===== config.mk =====
export PLATFORM = sky130hd
export DESIGN_NAME = seven_seg_scanner
export DESIGN_NICKNAME = d
export VERILOG_FILES = /design/src/rtl/seven_seg_scanner_pkg.sv /design/src/rtl/seven_seg_scanner_decode.sv /design/src/rtl/seven_seg_scanner.sv
export SDC_FILE = /design/constraint.sdc
export NUM_CORES = 1
export LEC_CHECK = 0
export CORE_UTILIZATION = 56
export CTS_CLUSTER_SIZE = 24
export DETAILED_ROUTE_END_ITERATION = 6
export GPL_ROUTABILITY_DRIVEN = 0
export PLACE_DENSITY = 0.87
export SYNTH_ARGS = -nofsm -noshare
export SYNTH_HDL_FRONTEND = slang
export SYNTH_SLANG_ARGS = --single-unit

===== constraint.sdc =====
create_clock -name i_clk -period 2.7 [get_ports i_clk]
set_input_delay 0.54 -clock i_clk [delete_from_list [all_inputs] [get_ports i_clk]]
set_output_delay 0.54 -clock i_clk [all_outputs]
set_load 0.005 [all_outputs]

===== src/rtl/seven_seg_scanner_pkg.sv =====
// Shared definitions for the seven-segment scanner: FSM states, the segment
// lookup table and the blank/dash codes.
package seven_seg_scanner_pkg;

  typedef enum logic [1:0] {
    ST_IDLE      = 2'd0,
    ST_START     = 2'd1,
    ST_WAIT_ACK  = 2'd2,
    ST_WAIT_DONE = 2'd3
  } state_t;

  localparam logic [6:0] SEG_BLANK = 7'h00;
  localparam logic [6:0] SEG_DASH  = 7'h40;

  // Active-high gfedcba patterns; non-decimal codes render as a dash.
  localparam logic [6:0] SEG_LUT [16] = '{
    7'h3F, 7'h06, 7'h5B, 7'h4F, 7'h66, 7'h6D, 7'h7D, 7'h07,
    7'h7F, 7'h6F, SEG_DASH, SEG_DASH, SEG_DASH, SEG_DASH, SEG_DASH, SEG_DASH
  };

  // A digit that stops leading-zero blanking of the digits below it.
  function automatic logic digit_significant(input logic [3:0] i_code);
    return (i_code != 4'd0) && (i_code <= 4'd9);
  endfunction

endpackage


===== src/rtl/seven_seg_scanner_decode.sv =====
// Combinational digit decoder: 4-bit code plus blank flag to active-high segments.
module seg7_decode
  import seven_seg_scanner_pkg::*;
(
  input  logic [3:0] i_code,
  input  logic       i_blank,
  output logic [6:0] o_seg
);

  always_comb begin
    o_seg = i_blank ? SEG_BLANK : SEG_LUT[i_code];
  end

endmodule


===== src/rtl/seven_seg_scanner.sv =====
// Four-digit multiplexed display driver that hands binary values to an external
// binary-to-BCD encoder and scans the latched BCD result across the digits.
module seven_seg_scanner
  import seven_seg_scanner_pkg::*;
#(
  parameter int unsigned SCAN_DIV       = 50000,
  parameter int unsigned ACK_TIMEOUT    = 4,
  parameter bit          SEG_ACTIVE_LOW = 1'b1
) (
  input  logic        i_clk,
  input  logic        i_rst,
  input  logic        i_value_valid,
  input  logic [15:0] i_value,
  input  logic [3:0]  i_dp,
  output logic        o_begin_conv,
  output logic [15:0] o_binary,
  input  logic        i_conv_done,
  input  logic [15:0] i_bcd,
  output logic [6:0]  o_seg,
  output logic        o_dp,
  output logic [3:0]  o_an,
  output logic        o_busy,
  output logic        o_err
);

  localparam int unsigned SCAN_W = (SCAN_DIV > 2) ? $clog2(SCAN_DIV) : 1;
  localparam int unsigned ACK_W  = $clog2(ACK_TIMEOUT + 1);

  localparam logic [6:0] SEG_OFF = SEG_ACTIVE_LOW ? 7'h7F : 7'h00;
  localparam logic       DP_OFF  = SEG_ACTIVE_LOW;
  localparam logic [3:0] AN_OFF  = SEG_ACTIVE_LOW ? 4'hF : 4'h0;

  state_t              r_state;
  logic [ACK_W-1:0]    r_ack_cnt;
  logic                r_err;
  logic [15:0]         r_binary;
  logic [3:0]          r_conv_dp;

  logic                r_pend_valid;
  logic [15:0]         r_pend_value;
  logic [3:0]          r_pend_dp;

  logic [15:0]         r_disp_bcd;
  logic [3:0]          r_disp_dp;

  logic [SCAN_W-1:0]   r_scan_cnt;
  logic [1:0]          r_digit;

  logic [6:0]          r_seg;
  logic                r_dp;
  logic [3:0]          r_an;

  logic                w_consume;
  logic [3:0]          w_blank_vec;
  logic                w_above;
  logic [3:0]          w_code;
  logic                w_blank;
  logic [6:0]          w_seg_raw;

  assign w_consume = (r_state == ST_IDLE) && r_pend_valid && i_conv_done;

  // A strobe coinciding with consumption wins, so the new value stays pending.
  always_ff @(posedge i_clk) begin
    if (i_rst) begin
      r_pend_valid <= 1'b0;
      r_pend_value <= '0;
      r_pend_dp    <= '0;
    end else if (i_value_valid) begin
      r_pend_valid <= 1'b1;
      r_pend_value <= i_value;
      r_pend_dp    <= i_dp;
    end else if (w_consume) begin
      r_pend_valid <= 1'b0;
    end
  end

  always_ff @(posedge i_clk) begin
    if (i_rst) begin
      r_state    <= ST_IDLE;
      r_ack_cnt  <= '0;
      r_err      <= 1'b0;
      r_binary   <= '0;
      r_conv_dp  <= '0;
      r_disp_bcd <= '0;
      r_disp_dp  <= '0;
    end else begin
      case (r_state)
        ST_IDLE: begin
          if (w_consume) begin
            r_state   <= ST_START;
            r_binary  <= r_pend_value;
            r_conv_dp <= r_pend_dp;
          end
        end
        ST_START: begin
          r_state   <= ST_WAIT_ACK;
          r_ack_cnt <= '0;
        end
        ST_WAIT_ACK: begin
          if (!i_conv_done) begin
            r_state <= ST_WAIT_DONE;
          end else if (r_ack_cnt == ACK_W'(ACK_TIMEOUT - 1)) begin
            r_state <= ST_IDLE;
            r_err   <= 1'b1;
          end else begin
            r_ack_cnt <= r_ack_cnt + 1'b1;
          end
        end
        ST_WAIT_DONE: begin
          if (i_conv_done) begin
            r_state    <= ST_IDLE;
            r_disp_bcd <= i_bcd;
            r_disp_dp  <= r_conv_dp;
          end
        end
        default: r_state <= ST_IDLE;
      endcase
    end
  end

  always_ff @(posedge i_clk) begin
    if (i_rst) begin
      r_scan_cnt <= '0;
      r_digit    <= '0;
    end else if (r_scan_cnt == SCAN_W'(SCAN_DIV - 1)) begin
      r_scan_cnt <= '0;
      r_digit    <= r_digit + 2'd1;
    end else begin
      r_scan_cnt <= r_scan_cnt + 1'b1;
    end
  end

  // Only decimal 1..9 above a zero keeps it lit; dash codes do not count.
  always_comb begin
    w_blank_vec = '0;
    w_above     = 1'b0;
    for (int unsigned k = 3; k >= 1; k--) begin
      w_blank_vec[k] = (r_disp_bcd[4*k +: 4] == 4'd0) && !w_above;
      w_above        = w_above | digit_significant(r_disp_bcd[4*k +: 4]);
    end
  end

  assign w_code  = r_disp_bcd[{r_digit, 2'b00} +: 4];
  assign w_blank = w_blank_vec[r_digit];

  seg7_decode u_decode (
    .i_code  (w_code),
    .i_blank (w_blank),
    .o_seg   (w_seg_raw)
  );

  always_ff @(posedge i_clk) begin
    if (i_rst) begin
      r_seg <= SEG_OFF;
      r_dp  <= DP_OFF;
      r_an  <= AN_OFF;
    end else begin
      r_seg <= w_seg_raw ^ {7{SEG_ACTIVE_LOW}};
      r_dp  <= r_disp_dp[r_digit] ^ SEG_ACTIVE_LOW;
      r_an  <= (4'b0001 << r_digit) ^ {4{SEG_ACTIVE_LOW}};
    end
  end

  assign o_begin_conv = (r_state == ST_START);
  assign o_busy       = (r_state != ST_IDLE);
  assign o_binary     = r_binary;
  assign o_err        = r_err;
  assign o_seg        = r_seg;
  assign o_dp         = r_dp;
  assign o_an         = r_an;

endmodule

==> flow_summary.toml <==
[outcome]
outcome = "completed"

[layout]
area_growth_pct = 23.8
layout_commonest_cell = "dfxtp_1"
drive_gt1_frac = 0.0586
layout_common_cells = "dfxtp_1 (97), nand2_1 (88), clkdlybuf4s50_1 (69)"
final_area_mm2 = 0.00495
nNetsFinal = 564
num_antenna_cells = 0

[global_routing]
grt_pass1_vias = 3044
grt_use_total = 0.230
grt_max_degree = 41
overflow = 0
grtUsageMet1 = 0.286
antenna_found_initial = 0
grt_use_met2 = 0.375
grt_busiest_layer = "met2"
gr-usage-met3 = 0.0619
grt_first_pass_wirelength_mm = 13.6

[sta]
fmax_ghz = 0.446
hold_viol = 0
clock_skew_ns = 0.0113
period_share = 0.830
grt_setup_unrepaired = "no"
finalSetupViolCount = 0
min_period_ns = 2.24
tightest_slew_ns = 0.639
holdWs_ns = 0.457
slew_violations = 0
maxSlewHeadroom = 0.573
tns_ns = 0

[clock_tree]
clkSinkCount = 97
cts_tree = "yes"
clockBufferDepth = 2
cts_hold_buf = 0
h-tree-depth = 3
clk_pin_slew_ns = 0.10
post_cts_buffers = 0
clk_latency_ns = 0.36
ctsResizeCount = 0
cts_made_buffers = 9
root_buffer = "clkbuf_8"

[worst_setup_path]
cp.required_ns = 2.16
critPathCaptureType = "output port"
crit_top_cell = "inv_1"
cp.arrival_ns = 1.70
r2r_cells = 5
cp.depth = 4
max_stage_delay_ns = 0.50
endpoint = "o_busy"
crit_type = "reg2out"
crit_slowest_cell = "clkdlybuf4s50_1"
cp.buffers_inverters = 3
r2r_end = "o_seg[3]"
crit_start = "r_state[0]"
critPathLaunchType = "register"
crit_chain = "inv_1, ha_1, inv_1, clkdlybuf4s50_1"
cp_max_fo = 5
critical-path-top-delay-family = "buffers and inverters"
rrSetupSlack_ns = 0.58
reg2reg_from = "r_digit[0]"

[pwr]
power.internal_mw = 2.09
power_mw = 2.77
power_density_mw_per_mm2 = 560
seqPwrFrac = 0.542
clock_power_share = 0.354
p_switching_mw = 0.681
combPwrFrac = 0.103
switching_share = 0.246
power_leakage_nw = 1.86
vdd_drop_max_mv = 0.401

[detailed_routing]
firstDrtPassIters = 5
vias = 3243
viasPerCell = 5.33
routed_wl_mm = 7.93
drc = 0
post_drt_wl_per_cell_um = 13.0
ant_nets = 0
drt_iter0_drc = 162

[synth]
synth-seq-cells = 97
yosys_warnings = 0
netlist_area_mm2 = 0.00400
syn_area_per_cell_um2 = 8.96
syn_inst = 446
yosys_most_used_dff = "dfxtp_1"
synthDistinctLibCells = 43
ys_seq_area_frac = 0.486
ys_async_sr_fraction = 0
synth_edf_count = 0
synth_nets = 503

[floorplan]
rows = 30
ioPinCount = 71
start_util = 0.585
die_y_um = 86.5
core_mm2 = 0.00683
die_w_um = 86.5
die_area_mm2 = 0.00748

[placed_design]
hpwl_mm = 5.51
io_buffers = 70
placed_cell_area_mm2 = 0.00473

[worst_hold_path]
hold_class = "reg2reg"
min_from = "r_pend_value[11]"

[flow_run]
drv_cap = 0
[registers in the layout (all words and copies together) (netlist names), 3 cells and up]
| signal | flops |
|---|---|
| o_binary | 16 |
| r_disp_bcd | 16 |
| r_pend_value | 16 |
| r_scan_cnt | 16 |
| o_seg | 7 |
| o_an | 4 |
| r_conv_dp | 4 |
| r_disp_dp | 4 |
| r_pend_dp | 4 |
| r_ack_cnt | 3 |
[per-stage QoR]
| stage | worst slack [ns] | instances | util |
|---|---|---|---|
| 5_1_grt | 0.369 | 608 | 0.724 |
| 2_1_floorplan | 0.862 | 446 | - |
| 4_1_cts | 0.436 | 608 | 0.724 |
| 3_3_place_gp | 0.674 | 592 | 0.693 |
| 6_report | 0.460 | 608 | 0.724 |
| 3_5_place_dp | 0.599 | 592 | 0.693 |
[worst reg2reg max path, stage by stage, from the launching register on]
cell and delay, ns:
dfxtp_1 0.60, mux4_1 0.67, ha_1 0.23, and2b_2 0.19, o21ai_2 0.14, o2111ai_1 0.14
[worst min path at each step]
stage | depth (start not counted) | endpoint
2_1_floorplan | 1 | r_scan_cnt[0]
6_report | 2 | o_binary[11]
5_1_grt | 2 | r_conv_dp[1]
4_1_cts | 2 | r_conv_dp[3]
3_5_place_dp | 2 | o_binary[4]
3_3_place_gp | 2 | o_binary[12]
[routing by layer]
layer / up-vias / part of all wire
met5: - / 0
met4: 0 / 0.015
met3: 13 / 0.050
met2: 78 / 0.49
met1: 1532 / 0.45
li1: 1620 / -
[cell type report]
cell class,count,area [µm²]
inverter,14,52.6
fill,521,1890
multi-input combinational,310,1890
tap,96,120
clock inverter,6,73.8
sequential,97,1940
clock buffer,10,138
timing repair buffer,75,733
[kinds of logic (layout without fill, tap and decap cells)]
group,Yosys count,count (layout),share of synthesized area
adder cells (fa/ha/maj),17,17,0.0532
AO/OA/AOI/OAI,69,69,0.0974
buffers and inverters,39,105,0.0417
XOR/XNOR,13,13,0.0285
AND/OR/NAND/NOR,184,184,0.207
multiplexers,27,27,0.0861
flip-flops,97,97,0.486
[Yosys cell counts (3+ instances only)]
library cell | instances | share of area
nor4_1 | 3 | 0.0047
o21ai_0 | 8 | 0.010
xor2_1 | 5 | 0.011
nand2_1 | 88 | 0.083
nand2b_1 | 9 | 0.014
ha_1 | 17 | 0.053
mux4_1 | 3 | 0.020
nor3_1 | 6 | 0.0075
clkbuf_1 | 19 | 0.018
buf_2 | 4 | 0.0050
nand3_1 | 7 | 0.0088
inv_1 | 14 | 0.013
nand4_1 | 6 | 0.0094
a21oi_1 | 48 | 0.060
nor2_1 | 46 | 0.043
and3_1 | 4 | 0.0063
dfxtp_1 | 97 | 0.49
xnor2_1 | 8 | 0.018
mux2i_1 | 22 | 0.055
[power by group through the flow]
stage	Clock [mW]	Sequential [mW]	Combinational [mW]
5_1_grt	1.05	1.51	0.314
2_1_floorplan	0	1.53	0.151
4_1_cts	0.998	1.50	0.288
3_5_place_dp	0	1.53	0.286
6_report	0.982	1.50	0.286
3_3_place_gp	0	1.53	0.277
Note: power is estimated with default switching activity, not from simulation.
